--- config.mk ---
export PLATFORM = sky130hd
export DESIGN_NAME = conv_window_stream
export DESIGN_NICKNAME = d
export VERILOG_FILES = /design/src/rtl/conv_window_stream.sv
export SDC_FILE = /design/constraint.sdc
export NUM_CORES = 1
export LEC_CHECK = 0
export CELL_PAD_IN_SITES_DETAIL_PLACEMENT = 1
export CELL_PAD_IN_SITES_GLOBAL_PLACEMENT = 2
export CORE_MARGIN = 1
export CORE_UTILIZATION = 35
export DETAILED_ROUTE_END_ITERATION = 10
export HOLD_SLACK_MARGIN = 0.12
export PLACE_DENSITY = 0.69
export SLEW_MARGIN = 15
export SYNTH_ARGS = -nofsm -noshare
export SYNTH_HDL_FRONTEND = slang
export SYNTH_SLANG_ARGS = --single-unit
--- constraint.sdc ---
create_clock -name clk_i -period 2.8 [get_ports clk_i]
set_input_delay 0.84 -clock clk_i [delete_from_list [all_inputs] [get_ports clk_i]]
set_output_delay 0.84 -clock clk_i [all_outputs]
set_load 0.02 [all_outputs]
--- src/rtl/conv_window_stream.sv ---
// Streaming KxK window generator: KSIZE-1 rotating line buffers feed a shift-in window register,
// emitting one window per strided output position with valid/ready backpressure.
module conv_window_stream #(
   parameter int WIDTH    = 8,
   parameter int ADDR_BIT = 5,
   parameter int KSIZE    = 3,
   parameter int ROW_BIT  = 8
) (
   input  logic                           clk_i,
   input  logic                           rst_ni,
   input  logic                           start_i,
   input  logic [ADDR_BIT:0]              row_len_i,
   input  logic [ROW_BIT-1:0]             num_rows_i,
   input  logic [2:0]                     stride_i,
   input  logic [WIDTH-1:0]               in_data_i,
   input  logic                           in_valid_i,
   output logic                           in_ready_o,
   output logic [KSIZE*KSIZE*WIDTH-1:0]   win_data_o,
   output logic                           win_valid_o,
   input  logic                           win_ready_i,
   output logic                           busy_o,
   output logic                           frame_done_o,
   output logic                           cfg_err_o
);

   localparam int NBUF  = KSIZE - 1;
   localparam int DEPTH = 2 ** ADDR_BIT;
   localparam int SEL_W = (NBUF > 1) ? $clog2(NBUF) : 1;
   localparam int WIN_W = KSIZE * KSIZE * WIDTH;

   typedef enum logic [1:0] {S_IDLE, S_LOAD, S_DRAIN, S_DONE} state_t;

   state_t               state_q, state_d;
   logic [ADDR_BIT:0]    row_len_q;
   logic [ROW_BIT-1:0]   num_rows_q;
   logic [2:0]           stride_q;
   logic [ADDR_BIT-1:0]  col_q;
   logic [ROW_BIT-1:0]   row_q;
   logic [2:0]           col_ph_q, row_ph_q;
   logic [SEL_W-1:0]     wr_sel_q;
   logic [WIN_W-1:0]     win_q, win_shift;
   logic                 win_valid_q, cfg_err_q;

   logic cfg_legal, accept, last_col, last_row, col_ok, row_ok, emit, start_ok;

   assign cfg_legal = (row_len_i >= (ADDR_BIT+1)'(KSIZE)) && (row_len_i <= (ADDR_BIT+1)'(DEPTH)) &&
                      (num_rows_i >= ROW_BIT'(KSIZE)) && (stride_i <= 3'd4);
   assign start_ok  = (state_q == S_IDLE) && start_i && cfg_legal;
   assign in_ready_o = (state_q == S_LOAD) && (!win_valid_q || win_ready_i);
   assign accept    = in_valid_i && in_ready_o;
   assign last_col  = ({1'b0, col_q} == row_len_q - 1'b1);
   assign last_row  = (row_q == num_rows_q - 1'b1);
   assign col_ok    = ({1'b0, col_q} >= (ADDR_BIT+1)'(KSIZE-1));
   assign row_ok    = (row_q >= ROW_BIT'(KSIZE-1));
   assign emit      = accept && col_ok && row_ok && (col_ph_q == 3'd0) && (row_ph_q == 3'd0);

   // Row r is stored in buffer r % NBUF, so the slot being overwritten holds the oldest row.
   logic [WIDTH-1:0] lb_rd [NBUF];
   for (genvar gi = 0; gi < NBUF; gi++) begin : g_lb
      logic [WIDTH-1:0] mem [DEPTH];
      always_ff @(posedge clk_i) begin
         if (accept && (wr_sel_q == SEL_W'(gi))) begin
            mem[col_q] <= in_data_i;
         end
      end
      assign lb_rd[gi] = mem[col_q];
   end

   logic [WIDTH-1:0] col_pix [KSIZE];
   logic [SEL_W:0]   sel;
   always_comb begin
      sel = '0;
      for (int r = 0; r < NBUF; r++) begin
         sel = {1'b0, wr_sel_q} + (SEL_W+1)'(r);
         if (sel >= (SEL_W+1)'(NBUF)) begin
            sel = sel - (SEL_W+1)'(NBUF);
         end
         col_pix[r] = lb_rd[sel[SEL_W-1:0]];
      end
      col_pix[KSIZE-1] = in_data_i;
   end

   always_comb begin
      win_shift = '0;
      for (int r = 0; r < KSIZE; r++) begin
         for (int c = 0; c < KSIZE; c++) begin
            if (c < KSIZE - 1) begin
               win_shift[((r*KSIZE+c)*WIDTH) +: WIDTH] = win_q[((r*KSIZE+c+1)*WIDTH) +: WIDTH];
            end else begin
               win_shift[((r*KSIZE+c)*WIDTH) +: WIDTH] = col_pix[r];
            end
         end
      end
   end

   always_comb begin
      state_d = state_q;
      case (state_q)
         S_IDLE:  if (start_ok) state_d = S_LOAD;
         S_LOAD:  if (accept && last_col && last_row) state_d = S_DRAIN;
         S_DRAIN: if (!win_valid_q || win_ready_i) state_d = S_DONE;
         S_DONE:  state_d = S_IDLE;
         default: state_d = S_IDLE;
      endcase
   end

   always_ff @(posedge clk_i or negedge rst_ni) begin
      if (!rst_ni) begin
         state_q     <= S_IDLE;
         row_len_q   <= '0;
         num_rows_q  <= '0;
         stride_q    <= 3'd1;
         col_q       <= '0;
         row_q       <= '0;
         col_ph_q    <= '0;
         row_ph_q    <= '0;
         wr_sel_q    <= '0;
         win_q       <= '0;
         win_valid_q <= 1'b0;
         cfg_err_q   <= 1'b0;
      end else begin
         state_q   <= state_d;
         cfg_err_q <= (state_q == S_IDLE) && start_i && !cfg_legal;
         if (start_ok) begin
            row_len_q  <= row_len_i;
            num_rows_q <= num_rows_i;
            stride_q   <= (stride_i == 3'd0) ? 3'd1 : stride_i;
            col_q      <= '0;
            row_q      <= '0;
            col_ph_q   <= '0;
            row_ph_q   <= '0;
            wr_sel_q   <= '0;
         end
         if (accept) begin
            win_q <= win_shift;
            if (last_col) begin
               col_q    <= '0;
               col_ph_q <= '0;
               row_q    <= row_q + 1'b1;
               wr_sel_q <= (wr_sel_q == SEL_W'(NBUF-1)) ? '0 : wr_sel_q + 1'b1;
               if (row_ok) begin
                  row_ph_q <= (row_ph_q == stride_q - 3'd1) ? 3'd0 : row_ph_q + 3'd1;
               end
            end else begin
               col_q <= col_q + 1'b1;
               if (col_ok) begin
                  col_ph_q <= (col_ph_q == stride_q - 3'd1) ? 3'd0 : col_ph_q + 3'd1;
               end
            end
         end
         // A completing accept can coincide with the consumer taking the previous window.
         if (emit) begin
            win_valid_q <= 1'b1;
         end else if (win_ready_i) begin
            win_valid_q <= 1'b0;
         end
      end
   end

   assign win_data_o   = win_q;
   assign win_valid_o  = win_valid_q;
   assign busy_o       = (state_q == S_LOAD) || (state_q == S_DRAIN);
   assign frame_done_o = (state_q == S_DONE);
   assign cfg_err_o    = cfg_err_q;

endmodule

== Word level (Yosys, flattened, before mapping) ==
Memory sizes are Yosys's and may differ from the RTL's.
Cells that the tools add are included.
Storage, ports and cells
  word-level logic and storage cells: 114
  bits in read-only memories: 0
  bits of input ports: 30
  bits in registers: 113
  bits in writable memories: 512
  memories kept: 2
  bits in latches: 0
  output and inout bits: 77
Operators by class
  divide/modulo/power cells: 0
  equal/unequal tests: 10
  add/subtract/negate cells: 11
  bitwise logic cells: 3
  reductions and logical operators: 27
  multiplexer cells: 39
  order comparisons: 10
  multipliers: 0
  shift-type cells: 0
Memories
  g_lb[0].mem: depth 32, width 8, read ports 1, clocked after Yosys merged registers in 0, wr ports 1, RTL line 60  | logic [WIDTH-1:0] mem [DEPTH];
  g_lb[1].mem: depth 32, width 8, read ports 1, clocked after Yosys merged registers in 0, wr ports 1, RTL line 60
Operator list (number)
  8-bit two-way mux: 9
  3-bit two-way mux: 11
  8-bit by 2-bit greater-or-equal comparator with 1-bit output (second input constant): 2
  1-bit logical AND: 16
  5-bit two-way mux: 3
  1-bit two-way mux: 12
  3-bit logical NOT: 3
  8-bit by 1-bit adder with 8-bit output (second input constant): 1
  8-bit equality test: 1
  2-bit case mux with 4 select lines: 1
  8-bit by 1-bit subtractor with 8-bit output (second input constant): 1
  3-bit by 1-bit adder with 3-bit output (second input constant): 2
  3-bit equality test: 2
  5-bit by 6-bit equality test with 1-bit output: 1
  2-bit greater-or-equal comparator (second input constant): 3
  6-bit by 2-bit greater-or-equal comparator with 1-bit output (second input constant): 1
  6-bit less-or-equal comparator (second input constant): 1
  2-bit two-way mux: 3
  6-bit by 1-bit subtractor with 6-bit output (second input constant): 1
  5-bit by 1-bit adder with 5-bit output (second input constant): 1
  5-bit by 2-bit greater-or-equal comparator with 1-bit output (second input constant): 1
  2-bit equality test (second input constant): 2
  2-bit inequality test (second input constant): 2
  1-bit NOT with 2-bit output: 2
  other kinds (14): 18

== Logic depth before layout (Yosys ltp) ==
  depth after elaboration: 9
  mapped depth: 10
  depth with buffers taken out: 8

== Least setup slack after synthesis ==
OpenSTA, ideal clock, no wires.
  path type: input-to-reg
  from: input port win_ready_i
  to: register state_q[1]
  path slack: -0.035 ns
  library setup time: 0.128 ns
  stages on the path: 7
  required time: 2.672 ns
  buffers on the path: 0
  arrival time: 2.707 ns
  cell sequence: nand2b_1 and2_1 nand2_1 or3_4 or4_4 a21oi_2 mux2_1
Between the ends
  longest elaborated chain between the ends: 7
  elaborated cells on any way between the ends: 8
  those cells by class: 2 x eq/ne; 6 x reduce/logical
Ends and longest elaborated chain
  start: declaration: RTL line 20  | input logic win_ready_i,
  1-bit logical OR: RTL line 49  | assign in_ready_o = (state_q == S_LOAD) && (!win_valid_q || win_ready_i);
  1-bit logical AND: RTL line 49
  via in_ready_o: RTL line 17  | output logic in_ready_o,
  1-bit logical AND: RTL line 50  | assign accept = in_valid_i && in_ready_o;
  1-bit logical AND (2 in a row): RTL line 100  | S_LOAD: if (accept && last_col && last_row) state_d = S_DRAIN;
  2-bit by 1-bit inequality test with 1-bit output (no line)
  3-bit AND reduction (no line)
  end signal: assignment: RTL line 122  | state_q <= state_d;
  end: declaration: RTL line 33  | state_t state_q, state_d;
The timed path passes the listed nets, and every way through them passes these cells.
A chain may end at the register's enable or synchronous reset.

== Worst setup path in the final report ==
  from: input port win_ready_i
  to: output port in_ready_o
Between the ends
  longest elaborated chain between the ends: 2
Ends and longest elaborated chain (RTL line)
  1-bit logical OR: 49
  1-bit logical AND: 49
  end: declaration: 17
No other way between the ends.

==> impl_metrics.ini <==
[sta]
relSlewSlack_pct = 47.9
max_freq_ghz = 0.365
fin_crit_ns = 2.74
hold_viol = 0
slew_violations = 0
fin_crit_sh_pct = 97.8
finClkSkew_ns = 0.0284
tightest_slew_ns = 0.781
rsz0062_at_grt = true
setup-tns-final_ns = 0
setup_viol_count_final = 0

[global_route]
grt_usage_pct = 17.7
grt-ovfl-total = 0
grt_pass1_vias = 14700
grt_max_degree = 74
grt_pass1_wl_um = 93700
antenna_found_initial = 3

[floorplan]
ios = 107
core_area_sq_um = 69900
rows = 97
start_util_pct = 35.4
die_area_sq_um = 71700
fp.dieH_um = 268
fp.dieW_um = 268

[critical_path]
rr_worst_depth = 8
critPathLaunch = win_ready_i
slowest_delay_ns = 0.41
cp.required_ns = 1.96
r2r_end = state_q[1]
r2r-start = row_len_q[0]
worstPathCellList = clkdlybuf4s50_1 > nand2b_1 > and2_2 > buf_4 > buf_4
cp-start-kind = input port
crit_top_cell = buf_4
worstSetupPathType = input port to output port
critPathSlowestCell = clkdlybuf4s50_1
crit_path_end_kind = output port
worstPathArrival_ns = 1.90
reg2reg_slack_ns = 0.09
cp-endpoint = in_ready_o
crit_path_max_fanout = 2

[final_layout]
diodes = 0
instances_no_fill = 2700
nets = 1757
syn_to_final_growth_pct = 23.5
drive_above_1_share_pct = 26.0

[status]
status = complete, no violations

[yosys]
synth_seq_cells = 625
synthFlopType = edfxtp_1
yosys.area.top_type = edfxtp_1
yosysMostFrequentCell = edfxtp_1
synthArstFlopShare_pct = 18.1
syn_area_per_cell_sq_um = 17.4
synth.area.mux_share_pct = 12.5
synth_area_sq_um = 24700
yosysUniqueCellTypes = 55
synth_edf_count = 512
synth_compound_area_share_pct = 4.09
yosysSeqAreaShare_pct = 73.6
yosys-top-cells-area = edfxtp_1, mux4_2, dfrtp_1, nand2_1, nor2_1
syn_inst = 1418
syn_nets = 1465
synthXorXnorAreaFrac_pct = 0.779
synthTopCellsByCount = edfxtp_1, nand2_1, mux4_2
synth_top_family_by_area = multiplexers
synthSimpleGateAreaFrac_pct = 6.69
synthAdderAreaFrac_pct = 0.860
synth_top_area_share_pct = 62.2
yosys_warnings = 0

[clock_tree]
cts_tree = done
clk_pin_slew_ns = 0.06
numCtsBuffers = 67
clk_path_buf_depth = 3
insertion_delay_ns = 0.61
h-tree-depth = 3
root_buffer = clkbuf_16
clock_sinks = 625

[drt]
viasPerCell = 5.12
drt-wirelength-per-cell_um = 23.0
num_vias = 13800
first_iter_violations = 1166
ant_nets = 0
wirelength_um = 62100
route.detailed.drc = 0
firstDrtPassIters = 7

[hold_path]
hp-class = input port to asynchronous set/reset pin

[place]
portBuffers = 106
hpwl_um = 41400
gp_congestion = 0.767
place_inst = 2580

[pwr]
power.density_nw_per_um2 = 804
vdd_drop_max_mv = 0.499
power.leakage_uw = 0.0108

[job]
drv_cap = 0
## registers in the layout, summed over array words and instances (netlist names), 2 cells and up
signal	flops
col_ph_q	3
col_q	5
g_lb.mem	512
num_rows_q	8
row_len_q	6
row_ph_q	3
row_q	8
state_q	2
stride_q	3
win_data_o	72
## metal layers
layer,track usage [%],part of all wire (%),wire length (um),vias to the layer above
met1,24.4,45,27600,7290
met5,0,0.023,14,-
li1,-,-,-,6120
met4,4.37,1.7,1020,2
met3,2.86,5.0,3080,84
met2,29.2,49,30300,327
## worst min-delay path by stage
| stage | depth (start not counted) | end | slack, ns |
|---|---|---|---|
| global route | 1 | row_q[7] | 0.17 |
| detailed placement | 2 | win_data_o[5] | 0.46 |
| finish | 1 | row_q[7] | 0.16 |
| CTS | 1 | row_q[7] | 0.15 |
| global placement | 2 | win_data_o[2] | 0.46 |
| floorplan | 1 | row_q[7] | 0.48 |
## cell usage in the layout, fill, tap and decap left out, types with 18 or more instances in the layout
cell	n
clkbuf_16	69
dfrtp_1	110
nand2_1	210
mux4_2	128
nor2_1	79
edfxtp_1	512
clkbuf_1	25
clkdlybuf4s50_1	95
a22oi_1	33
buf_12	25
inv_1	18
o21ai_0	22
and3_1	19
buf_4	168
## layout make-up
cell class,count,area [sq um]
well taps,940,1180
multi-input cells,699,6240
flip-flops and latches,625,18200
clock buffers,95,1830
clock inverters,24,209
inverters,18,67.6
fillers,6838,39400
repair buffers,299,2800
## critical path, delay by kind of cell
family | cells | cell delay, ns
buf+inv | 3 | 0.69
simple gates | 2 | 0.37
## power by group
part	switching [uW]	leakage, uW	total (uW)	internal [uW]
Combinational	2950	0.00377	5320	2370
Clock	3570	0.000994	8350	4780
Sequential	326	0.00607	10900	10500
## through the flow
step / utilization (%) / total power (uW) / cell area (sq um) / hold WS, ns / worst slack, ns
after global placement: 40.6 / 16300 / 28400 / 0.456 / -0.401
after CTS: 43.6 / 24800 / 30500 / 0.151 / 0.00145
after detailed placement: 40.6 / 16400 / 28400 / 0.462 / -0.436
after floorplan: - / 13600 / 24700 / 0.479 / 0.0319
final: 43.7 / 24500 / 30500 / 0.160 / 0.0623
after global routing: 43.7 / 25500 / 30500 / 0.172 / -0.00472
## kinds of logic (layout without fill, tap and decap cells)
group,count (synthesis),after routing
and+or+nand+nor,379,379
DFF,625,625
adders and majority gates,17,17
AOI/OAI and AO/OA,135,135
buffers and inverters,94,436
xor gates and xnor gates,22,22
muxes,146,146
## what timing repair did
item / 4_1_cts / 5_1_grt
resized for setup: 6 / 12
hold buffers: 0 / 0
setup endpoints to repair: 5 / 9
setup buffers: 1 / 0
pin swaps: 2 / 2
(Power assumes the default switching activity.)
